`src/rtl/fb_pkg.sv`:
```
// Shared frame-buffer constants, grant-state encoding and address helper
// used by the arbiter, its bus interface and the write FIFO.
package fb_pkg;

    localparam int FB_ADDR_W = 14;
    localparam int FB_BYTES  = 9600;   // 320x240 at 1 bpp
    localparam int MAX_X     = 320;
    localparam int MAX_Y     = 240;
    localparam int FB_FIFO_W = 9;      // {sof, data}

    typedef logic [FB_ADDR_W-1:0] fb_addr_t;

    typedef enum logic [1:0] {
        G_IDLE = 2'd0,
        G_RD   = 2'd1,
        G_WR   = 2'd2
    } grant_state_t;

    // Next sequential frame-buffer address, wrapping after the last byte.
    function automatic fb_addr_t fb_next_addr(input fb_addr_t addr, input fb_addr_t last_addr);
        return (addr == last_addr) ? '0 : addr + fb_addr_t'(1);
    endfunction

endpackage

```
`src/rtl/fb_arbiter_if.sv`:
```
// Pixel-read, serial-write and single-port RAM signals of the frame-buffer
// arbiter. The slave modport is the arbiter; master is its environment.
interface fb_arbiter_if;
    import fb_pkg::*;

    logic       video_on;
    fb_addr_t   rd_addr;
    logic [7:0] rd_data;
    logic [7:0] wr_data;
    logic       wr_sof;
    logic       wr_valid;
    logic       wr_ready;
    fb_addr_t   ram_addr;
    logic       ram_we;
    logic [7:0] ram_wdata;
    logic [7:0] ram_rdata;
    fb_addr_t   wr_ptr;
    logic       frame_done;

    modport master (
        output video_on, rd_addr, wr_data, wr_sof, wr_valid, ram_rdata,
        input  rd_data, wr_ready, ram_addr, ram_we, ram_wdata, wr_ptr, frame_done
    );

    modport slave (
        input  video_on, rd_addr, wr_data, wr_sof, wr_valid, ram_rdata,
        output rd_data, wr_ready, ram_addr, ram_we, ram_wdata, wr_ptr, frame_done
    );

endinterface

```
`src/rtl/fb_wr_fifo.sv`:
```
// Small write buffer between the serial receiver and the RAM port.
// Entries are {sof, data}; the head is visible combinationally so the
// arbiter can register it into the RAM write data on the pop cycle.
module fb_wr_fifo #(
    parameter int DEPTH = 4
) (
    input  logic                        clk,
    input  logic                        reset_n,
    input  logic                        push,
    input  logic [fb_pkg::FB_FIFO_W-1:0] din,
    input  logic                        pop,
    output logic [fb_pkg::FB_FIFO_W-1:0] dout,
    output logic                        full,
    output logic                        empty
);
    import fb_pkg::*;

    localparam int PTR_W = $clog2(DEPTH);
    localparam int CNT_W = PTR_W + 1;

    logic [FB_FIFO_W-1:0] mem [DEPTH];
    logic [PTR_W-1:0]     wr_idx_reg;
    logic [PTR_W-1:0]     rd_idx_reg;
    logic [CNT_W-1:0]     count_reg;
    logic                 do_push;
    logic                 do_pop;

    assign full    = (count_reg == CNT_W'(DEPTH));
    assign empty   = (count_reg == '0);
    assign do_push = push && !full;
    assign do_pop  = pop && !empty;
    assign dout    = mem[rd_idx_reg];

    // Storage array: no reset so it maps onto plain RAM cells.
    always_ff @(posedge clk) begin
        if (do_push) begin
            mem[wr_idx_reg] <= din;
        end
    end

    // Pointer and occupancy bookkeeping; simultaneous push/pop leaves count unchanged.
    always_ff @(posedge clk or negedge reset_n) begin
        if (!reset_n) begin
            wr_idx_reg <= '0;
            rd_idx_reg <= '0;
            count_reg  <= '0;
        end else begin
            if (do_push) begin
                wr_idx_reg <= wr_idx_reg + 1'b1;
            end
            if (do_pop) begin
                rd_idx_reg <= rd_idx_reg + 1'b1;
            end
            case ({do_push, do_pop})
                2'b10:   count_reg <= count_reg + 1'b1;
                2'b01:   count_reg <= count_reg - 1'b1;
                default: count_reg <= count_reg;
            endcase
        end
    end

endmodule

```
`src/rtl/fb_arbiter.sv`:
```
// Frame-buffer RAM port arbiter: the pixel reader owns the single-port RAM
// during active video, buffered serial bytes are written during blanking.
// Optional feature macro: FB_STEAL_EN -- when defined, a write may take the
// port during active video whenever the reader repeats its last address.
module fb_arbiter #(
    parameter int FIFO_DEPTH = 4,
    parameter int FB_BYTES   = fb_pkg::FB_BYTES
) (
    input logic          clk,
    input logic          reset_n,
    fb_arbiter_if.slave  bus
);
    import fb_pkg::*;

    localparam fb_addr_t LAST_ADDR = fb_addr_t'(FB_BYTES - 1);

    grant_state_t          state_reg;
    grant_state_t          state_next;
    fb_addr_t              ram_addr_reg;
    fb_addr_t              ram_addr_next;
    logic                  ram_we_reg;
    logic                  ram_we_next;
    logic [7:0]            ram_wdata_reg;
    logic [7:0]            ram_wdata_next;
    logic [7:0]            rd_data_reg;
    fb_addr_t              wr_ptr_reg;
    fb_addr_t              wr_ptr_next;
    logic                  frame_done_reg;
    logic                  frame_done_next;

    logic                  fifo_push;
    logic                  fifo_pop;
    logic                  fifo_full;
    logic                  fifo_empty;
    logic [FB_FIFO_W-1:0]  fifo_head;
    logic                  steal;

    assign fifo_push = bus.wr_valid && !fifo_full;

    fb_wr_fifo #(
        .DEPTH (FIFO_DEPTH)
    ) u_wr_fifo (
        .clk     (clk),
        .reset_n (reset_n),
        .push    (fifo_push),
        .din     ({bus.wr_sof, bus.wr_data}),
        .pop     (fifo_pop),
        .dout    (fifo_head),
        .full    (fifo_full),
        .empty   (fifo_empty)
    );

`ifdef FB_STEAL_EN
    fb_addr_t prev_rd_addr_reg;
    logic     prev_rd_valid_reg;

    // A repeated read address returns the byte already held in rd_data,
    // so that cycle can be lent to a pending write.
    assign steal = prev_rd_valid_reg && (bus.rd_addr == prev_rd_addr_reg) && !fifo_empty;

    // Remember the address of the most recent read grant.
    always_ff @(posedge clk or negedge reset_n) begin
        if (!reset_n) begin
            prev_rd_addr_reg  <= '0;
            prev_rd_valid_reg <= 1'b0;
        end else if (state_next == G_RD) begin
            prev_rd_addr_reg  <= bus.rd_addr;
            prev_rd_valid_reg <= 1'b1;
        end
    end
`else
    assign steal = 1'b0;
`endif

    // Grant decision for the coming cycle and the RAM command it issues.
    always_comb begin
        state_next      = G_IDLE;
        ram_addr_next   = ram_addr_reg;
        ram_we_next     = 1'b0;
        ram_wdata_next  = ram_wdata_reg;
        wr_ptr_next     = wr_ptr_reg;
        frame_done_next = 1'b0;
        fifo_pop        = 1'b0;
        if (bus.video_on && !steal) begin
            state_next    = G_RD;
            ram_addr_next = bus.rd_addr;
        end else if (!fifo_empty) begin
            state_next     = G_WR;
            fifo_pop       = 1'b1;
            ram_we_next    = 1'b1;
            ram_wdata_next = fifo_head[7:0];
            if (fifo_head[8]) begin
                // Start of frame re-anchors the write pointer at byte 0.
                ram_addr_next = '0;
                wr_ptr_next   = fb_addr_t'(1);
            end else begin
                ram_addr_next   = wr_ptr_reg;
                wr_ptr_next     = fb_next_addr(wr_ptr_reg, LAST_ADDR);
                frame_done_next = (wr_ptr_reg == LAST_ADDR);
            end
        end
    end

    // Grant state, registered RAM command, write pointer and read-data capture.
    always_ff @(posedge clk or negedge reset_n) begin
        if (!reset_n) begin
            state_reg      <= G_IDLE;
            ram_addr_reg   <= '0;
            ram_we_reg     <= 1'b0;
            ram_wdata_reg  <= '0;
            rd_data_reg    <= '0;
            wr_ptr_reg     <= '0;
            frame_done_reg <= 1'b0;
        end else begin
            state_reg      <= state_next;
            ram_addr_reg   <= ram_addr_next;
            ram_we_reg     <= ram_we_next;
            ram_wdata_reg  <= ram_wdata_next;
            wr_ptr_reg     <= wr_ptr_next;
            frame_done_reg <= frame_done_next;
            // RAM data belongs to the reader only in the cycle after a read grant.
            if (state_reg == G_RD) begin
                rd_data_reg <= bus.ram_rdata;
            end
        end
    end

    assign bus.wr_ready   = !fifo_full;
    assign bus.ram_addr   = ram_addr_reg;
    assign bus.ram_we     = ram_we_reg;
    assign bus.ram_wdata  = ram_wdata_reg;
    assign bus.rd_data    = rd_data_reg;
    assign bus.wr_ptr     = wr_ptr_reg;
    assign bus.frame_done = frame_done_reg;

endmodule

```
`src/flat_wrapper.sv`:
```
// flat-port wrapper written by rule: the top's interface ports become plain ports
module fb_arbiter_flat import fb_pkg::*;
#(
    parameter int FIFO_DEPTH = 4,
    parameter int FB_BYTES   = fb_pkg::FB_BYTES
)
  (clk, reset_n, bus_video_on, bus_rd_addr, bus_wr_data, bus_wr_sof, bus_wr_valid, bus_ram_rdata, bus_rd_data, bus_wr_ready, bus_ram_addr, bus_ram_we, bus_ram_wdata, bus_wr_ptr, bus_frame_done);
  fb_arbiter_if bus_i ();
  input logic clk;
  input logic reset_n;
  input wire logic [$bits(bus_i.video_on)-1:0] bus_video_on;
  input wire logic [$bits(bus_i.rd_addr)-1:0] bus_rd_addr;
  input wire logic [$bits(bus_i.wr_data)-1:0] bus_wr_data;
  input wire logic [$bits(bus_i.wr_sof)-1:0] bus_wr_sof;
  input wire logic [$bits(bus_i.wr_valid)-1:0] bus_wr_valid;
  input wire logic [$bits(bus_i.ram_rdata)-1:0] bus_ram_rdata;
  output wire logic [$bits(bus_i.rd_data)-1:0] bus_rd_data;
  output wire logic [$bits(bus_i.wr_ready)-1:0] bus_wr_ready;
  output wire logic [$bits(bus_i.ram_addr)-1:0] bus_ram_addr;
  output wire logic [$bits(bus_i.ram_we)-1:0] bus_ram_we;
  output wire logic [$bits(bus_i.ram_wdata)-1:0] bus_ram_wdata;
  output wire logic [$bits(bus_i.wr_ptr)-1:0] bus_wr_ptr;
  output wire logic [$bits(bus_i.frame_done)-1:0] bus_frame_done;
  assign bus_i.video_on = bus_video_on;
  assign bus_i.rd_addr = bus_rd_addr;
  assign bus_i.wr_data = bus_wr_data;
  assign bus_i.wr_sof = bus_wr_sof;
  assign bus_i.wr_valid = bus_wr_valid;
  assign bus_i.ram_rdata = bus_ram_rdata;
  assign bus_rd_data = bus_i.rd_data;
  assign bus_wr_ready = bus_i.wr_ready;
  assign bus_ram_addr = bus_i.ram_addr;
  assign bus_ram_we = bus_i.ram_we;
  assign bus_ram_wdata = bus_i.ram_wdata;
  assign bus_wr_ptr = bus_i.wr_ptr;
  assign bus_frame_done = bus_i.frame_done;
  fb_arbiter #(.FIFO_DEPTH(FIFO_DEPTH), .FB_BYTES(FB_BYTES)) u_core (.clk(clk), .reset_n(reset_n), .bus(bus_i));
endmodule
```
`config.mk`:
```
export PLATFORM = sky130hd
export DESIGN_NAME = fb_arbiter_flat
export DESIGN_NICKNAME = d
export VERILOG_FILES = /design/src/rtl/fb_pkg.sv /design/src/rtl/fb_arbiter_if.sv /design/src/rtl/fb_wr_fifo.sv /design/src/rtl/fb_arbiter.sv /design/src/flat_wrapper.sv
export SDC_FILE = /design/constraint.sdc
export NUM_CORES = 1
export LEC_CHECK = 0
export ABC_CLOCK_PERIOD_IN_PS = 4100
export CAP_MARGIN = 30
export CORE_MARGIN = 1.5
export CORE_UTILIZATION = 45
export DETAILED_ROUTE_END_ITERATION = 10
export PLACE_DENSITY = 0.72
export SYNTH_ARGS = -nofsm -noshare
export SYNTH_HDL_FRONTEND = slang
export SYNTH_SLANG_ARGS = --single-unit
```
`constraint.sdc`:
```
create_clock -name clk -period 4.1 [get_ports clk]
set_input_delay 0.82 -clock clk [delete_from_list [all_inputs] [get_ports clk]]
set_output_delay 0.82 -clock clk [all_outputs]
set_load 0.005 [all_outputs]
```
# == After elaboration in Yosys (flattened, before gate mapping) ==
# Memory sizes are Yosys's and may differ from the RTL's.
# Cells that the tools add are included.
# Widths: inputs -> output; s select.
# word_totals
ff_bits,55
mem_bits_rw,36
inputBits,35
output_inout_bits,47
elab_cells,47
memories,1
# op_classes
addsub,5
n_eq_ne,6
mux,15
n_bitwise,2
n_reduce_logical,8
# mem_list
name,depth,width,read_ports,rd_ports_with_merged_regs,write_ports,line_no,rtl
u_core.u_wr_fifo.mem,4,9,1,0,1,fb_wr_fifo.sv:21,logic [FB_FIFO_W-1:0] mem [DEPTH];
# op_table
op,count
$mux 14,5
$add 14x1->14 const B,1
$eq 14x14->1 const B,1
$mux 1,7
$pmux 3 s2,1
$add 2x1->2 const B,2
$eq 2x1->1 const B,2
$mux 2,2
$add 3x1->3 const B,1
$eq 3x3->1 const B,1
$logic_and 1x1->1,3
$logic_not 3->1,1
$sub 3x1->3 const B,1
$eq 2x2->1 const B,1
$logic_not 1->1,2
$ne 2x2->1 const B,1
$not 1->1,2
$reduce_and 2->1,1
$reduce_bool 2->1,1

# == Longest topological paths before layout ==
# logic_depth
ltp_word,6
ltp_mapped,11
ltp_nobuf,10

# == By module ==
# From an unflattened synthesis, not the netlist that was laid out.
# hier_totals
cells_unflattened,316
hier_area_um2,3956.3
# modules_own_cells
mod,instances,cells_per_inst,area_each_um2,seq_area_each_um2
fb_arbiter,1,232,2217.1,1176.1
fb_wr_fifo,1,84,1739.2,1256.2

# == Least setup slack after synthesis ==
# No wires, ideal clock.
# synth_timing
path_type,input to register
start,in bus_video_on
end,reg u_core.u_wr_fifo.count_reg[2]
setup_ns,0.079
arrival_time_ns,2.866
t_required_ns,4.021
path_slack_ns,1.155
path_stages,11
n_path_buf,3
path_cell_list,clkbuf_1 > or2_2 > clkbuf_1 > inv_1 > clkbuf_1 > ha_1 > inv_1 > fa_1 > xor2_1 > nor2_1 > xor2_1
# synth_between
elab_chain_cells,4
word_cells_on_any_way,6
classes_between,eq/ne: 2; mux: 2; reduce/logical: 2
# synth_rtl
element,line_no,rtl
start: declaration,flat_wrapper.sv:11,input wire logic [$bits(bus_i.video_on)-1:0] bus_video_on;
$mux 1 (*),fb_arbiter.sv:84,if (bus.video_on && !steal) begin
net u_core.fifo_pop,fb_arbiter.sv:32,logic fifo_pop;
$logic_and 1x1->1 (*),fb_wr_fifo.sv:31,assign do_pop = pop && !empty;
$eq 2x1->1 or $eq 2x2->1 (tied branches),fb_wr_fifo.sv:54,"case ({do_push, do_pop})"
$pmux 3 s2 or $reduce_bool 2->1 (tied branches),n/a,
end signal: assignment,fb_wr_fifo.sv:55,2'b10: count_reg <= count_reg + 1'b1;
end signal: assignment,fb_wr_fifo.sv:56,2'b01: count_reg <= count_reg - 1'b1;
end signal: assignment,fb_wr_fifo.sv:57,default: count_reg <= count_reg;
end: declaration,fb_wr_fifo.sv:24,logic [CNT_W-1:0] count_reg;
# The timed path passes the listed nets; every way through them passes the cells marked *.
# A chain may end at the register's enable or synchronous reset.

# == Worst setup path in the final report ==
# layout_timing
start,in bus_video_on
end,reg u_core.u_wr_fifo.count_reg[2]
# layout_between
elab_chain_cells,4
word_cells_on_any_way,6
classes_between,eq/ne: 2; mux: 2; reduce/logical: 2
# layout_rtl
element,line_no
$mux 1 (*),fb_arbiter.sv:84
$logic_and 1x1->1 (*),fb_wr_fifo.sv:31
$eq 2x1->1 or $eq 2x2->1 (tied branches),fb_wr_fifo.sv:54
$pmux 3 s2 or $reduce_bool 2->1 (tied branches),n/a
# Mark *: on every way between the ends. The rest lies on a longest branch, timed or not.

==> summary.md <==
| Metric | Value |
|---|---|
| Status | finished clean |
| Total wire length | 7.627 mm |
| Adder-Cell Fraction of Synth Area | 2.501% |
| Hold Violations, Final | 0 |
| Final Cycle Share | 68.51% |
| Max Root-Sink Buffers | 2 |
| Area Growth Syn to Fin | 28.99% |
| Register bit count reported by yosys | 90 |
| Most used DFF post-synth | dfrtp_1 |
| Cell Pwr Density | 586.1 mW/mm² |
| Max-slew violation count | 0 |
| Initial core utilization | 46.28% |
| Grt ovf | 0 |
| Biggest area consumer among synthesized cells | dfrtp_1 |
| Worst setup SP type | input port |
| Antenna violations before repair | 0 |
| Most common cell after layout, fill and taps aside | clkdlybuf4s50_1 |
| Worst slew margin | 57.40% |
| CTS Sinks | 90 |
| FMAX | 356.0 MHz |
| Commonest cells after routing, fill and taps aside | clkdlybuf4s50_1, nand2_1, dfrtp_1, edfxtp_1, a22oi_1 |
| TritonCTS clock tree | built |
| Die Ht | 94.92 µm |
| Setup Viol. Count Final | 0 |
| Post-CTS Resized | 0 |
| First-pass GRT wire length | 12.20 mm |
| Setup bufs post-CTS | 0 |
| Number of synthesized flops with an enable pin | 36 |
| Hold_buf cts | 0 |
| Post-Syn Area per Cell | 13.02 µm² |
| WP data arrival | 3.09 ns |
| Setup slack after layout | 1.291 ns |
| Post-Synthesis Cells | 292 |
| Post-synth top area share | 35.54% |
| Iteration-0 DRC Markers | 130 |
| Setup TNS Final | 0 ns |
| Global placement routability congestion | 0.8619 |
| Fill cells | 675 |
| DR vias/cell | 5.289 |
| DRT Pass-1 Iters | 4 |
| Crit-path max FO | 25 |
| Largest family of logic cells by synthesized area | simple AND/OR/NAND/NOR gates |
| Nets@finish | 417 |
| GRT Overall Usage | 18.11% |
| Die width | 94.92 µm |
| End of the critical path | u_core.u_wr_fifo.count_reg[2] |
| Synthesized area | 0.003802 mm² |
| Worst Hold Class | in2async |
| Worst clock skew | 0.01072 ns |
| Simple-Gate Fraction of Synth Area | 12.60% |
| Yosys cell types | 46 |
| Footprint of the multi-input gates | 0.001280 mm² |
| Syn nets | 334 |
| Synth top area cells | dfrtp_1, edfxtp_1, nand2_1 |
| Worst-Margin Slew | 0.6390 ns |
| Antenna Nets Post-Route | 0 |
| Clock slew at reported path FFs | 0.09 ns |
| Layout cell share with drive strength beyond 1 | 11.58% |
| Critical R2R Capture | u_core.bus.wr_ptr[9] |
| Synth Warn # | 0 |
| Critical path type | in2reg |
| Mux contribution to synthesized area | 7.996% |
| Root Buffer | clkbuf_8 |
| Max FFs per register | 36 |
| FFs w/ async S/R, synth | 60.00% |
| Worst r2r src | u_core.u_wr_fifo.rd_idx_reg[0] |
| Leakage | 1.981 nW |
| XOR/XNOR Fraction of Synth Area | 1.382% |
| Sequential-to-total area share from yosys stat | 63.97% |
| Req. time, crit path | 4.38 ns |
| Diode count | 0 |
| CTS HTree Levels | 3 |
| Worst Setup SP | bus_video_on |
| Row count | 33 |
| I/O pin count | 82 |
| CTS buffer count | 9 |
| Synth Area in Compound Gates | 9.016% |
| DIE AREA | 0.009010 mm² |
| Largest net degree at the start of global routing | 29 |
| RSZ-0062 raised after global routing | false |
| Number of global-route vias before repair | 2,523 |
| DR WL/cell | 15.73 µm |
| Post-Place Worst Slack | 0.9125 ns |
| DRC viols | 0 |
| IO Port Bufs | 81 |
| Minimum clock period | 2.809 ns |
| Worst r2r path cells | 4 |
| Endpoint class of the critical path | register |
| Core Area | 0.008217 mm² |
| Max VDD drop | 0.0003144 V |
| Clk_lat worst skew | 0.35 ns |
| R2R setup slack | 1.66 ns |
| Max-capacitance violation count | 0 |
| Vias post-DR | 2,565 |
| HPWL Detailed | 5.348 mm |
| Sequential cell area | 0.002432 mm² |
[cells by family after synthesis]
kind of cell / Yosys count
xor gates and xnor gates: 6
DFF: 90
adders and majority gates: 7
AOI/OAI and AO/OA: 43
buffers and inverters: 25
muxes: 18
and+or+nand+nor: 103
[power by group]
| group | internal (mW) | switching, mW |
|---|---|---|
| Sequential | 1.17 | 0.205 |
| Clock | 0.226 | 0.326 |
| Combinational | 0.526 | 0.418 |
[worst min path at each step]
| stage | startpoint | endpoint | slack, ns |
|---|---|---|---|
| after CTS | reset_n | u_core.bus.ram_addr[10] | 0.50 |
| after floorplan | u_core.bus.ram_wdata[0] | u_core.bus.ram_wdata[0] | 0.47 |
| after global placement | u_core.bus.ram_addr[2] | u_core.bus.ram_addr[2] | 0.48 |
| after global routing | reset_n | u_core.bus.ram_addr[10] | 0.52 |
| final | reset_n | u_core.bus.wr_ptr[10] | 0.48 |
| after detailed placement | u_core.bus.ram_addr[12] | u_core.bus.ram_addr[12] | 0.48 |
[cells in the mapped netlist, types with 2 or more instances]
master	instances
a21oi_1	4
a221o_1	2
a22o_1	2
a22oi_1	14
and2_1	3
and3_1	6
buf_2	2
clkbuf_1	11
dfrtp_1	54
edfxtp_1	36
ha_1	6
inv_1	11
mux2_2	9
mux4_2	9
nand2_1	62
nand3_1	10
nand4_1	3
nor2_1	3
nor2b_1	2
nor3_1	4
nor4_1	2
o21ai_0	7
o311ai_1	2
o31ai_1	2
xnor2_1	4
xor2_1	2
[worst max-delay path: stages]
cell and delay, ns:
clkdlybuf4s50_1 0.39, buf_4 0.20, or2_2 0.52, inv_1 0.14, ha_1 0.18, inv_1 0.06, fa_1 0.37, xor2_1 0.15
nor2_1 0.11, xor2_1 0.15
[final cells by class]
cell class / instances / share of cell area, %
flip-flops and latches: 90 / 49.59
clock inverters: 7 / 1.071
clock buffers: 9 / 2.526
multi-input cells: 177 / 26.10
repair buffers: 86 / 17.19
well taps: 105 / 2.679
inverters: 11 / 0.8418
[per-layer routing]
layer	track usage, %	part of all wire, %	routed length [µm]
met1	23.42	44	3357
met2	30.71	49	3726
met3	3.543	6.3	481
met4	5.721	0.80	61
met5	0	0	0
[per-stage QoR]
step	hold slack (ns)	instances	instance area [µm²]	util (%)	total power [mW]
CTS	0.4973	485	4905	59.69	2.906
finish	0.4805	485	4905	59.69	2.875
detailed placement	0.4838	469	4728	57.55	2.356
global route	0.5236	485	4905	59.69	3.064
global placement	0.4810	469	4728	57.55	2.319
floorplan	0.4698	292	3802	-	1.887
Power figures use the tool's default switching activity.
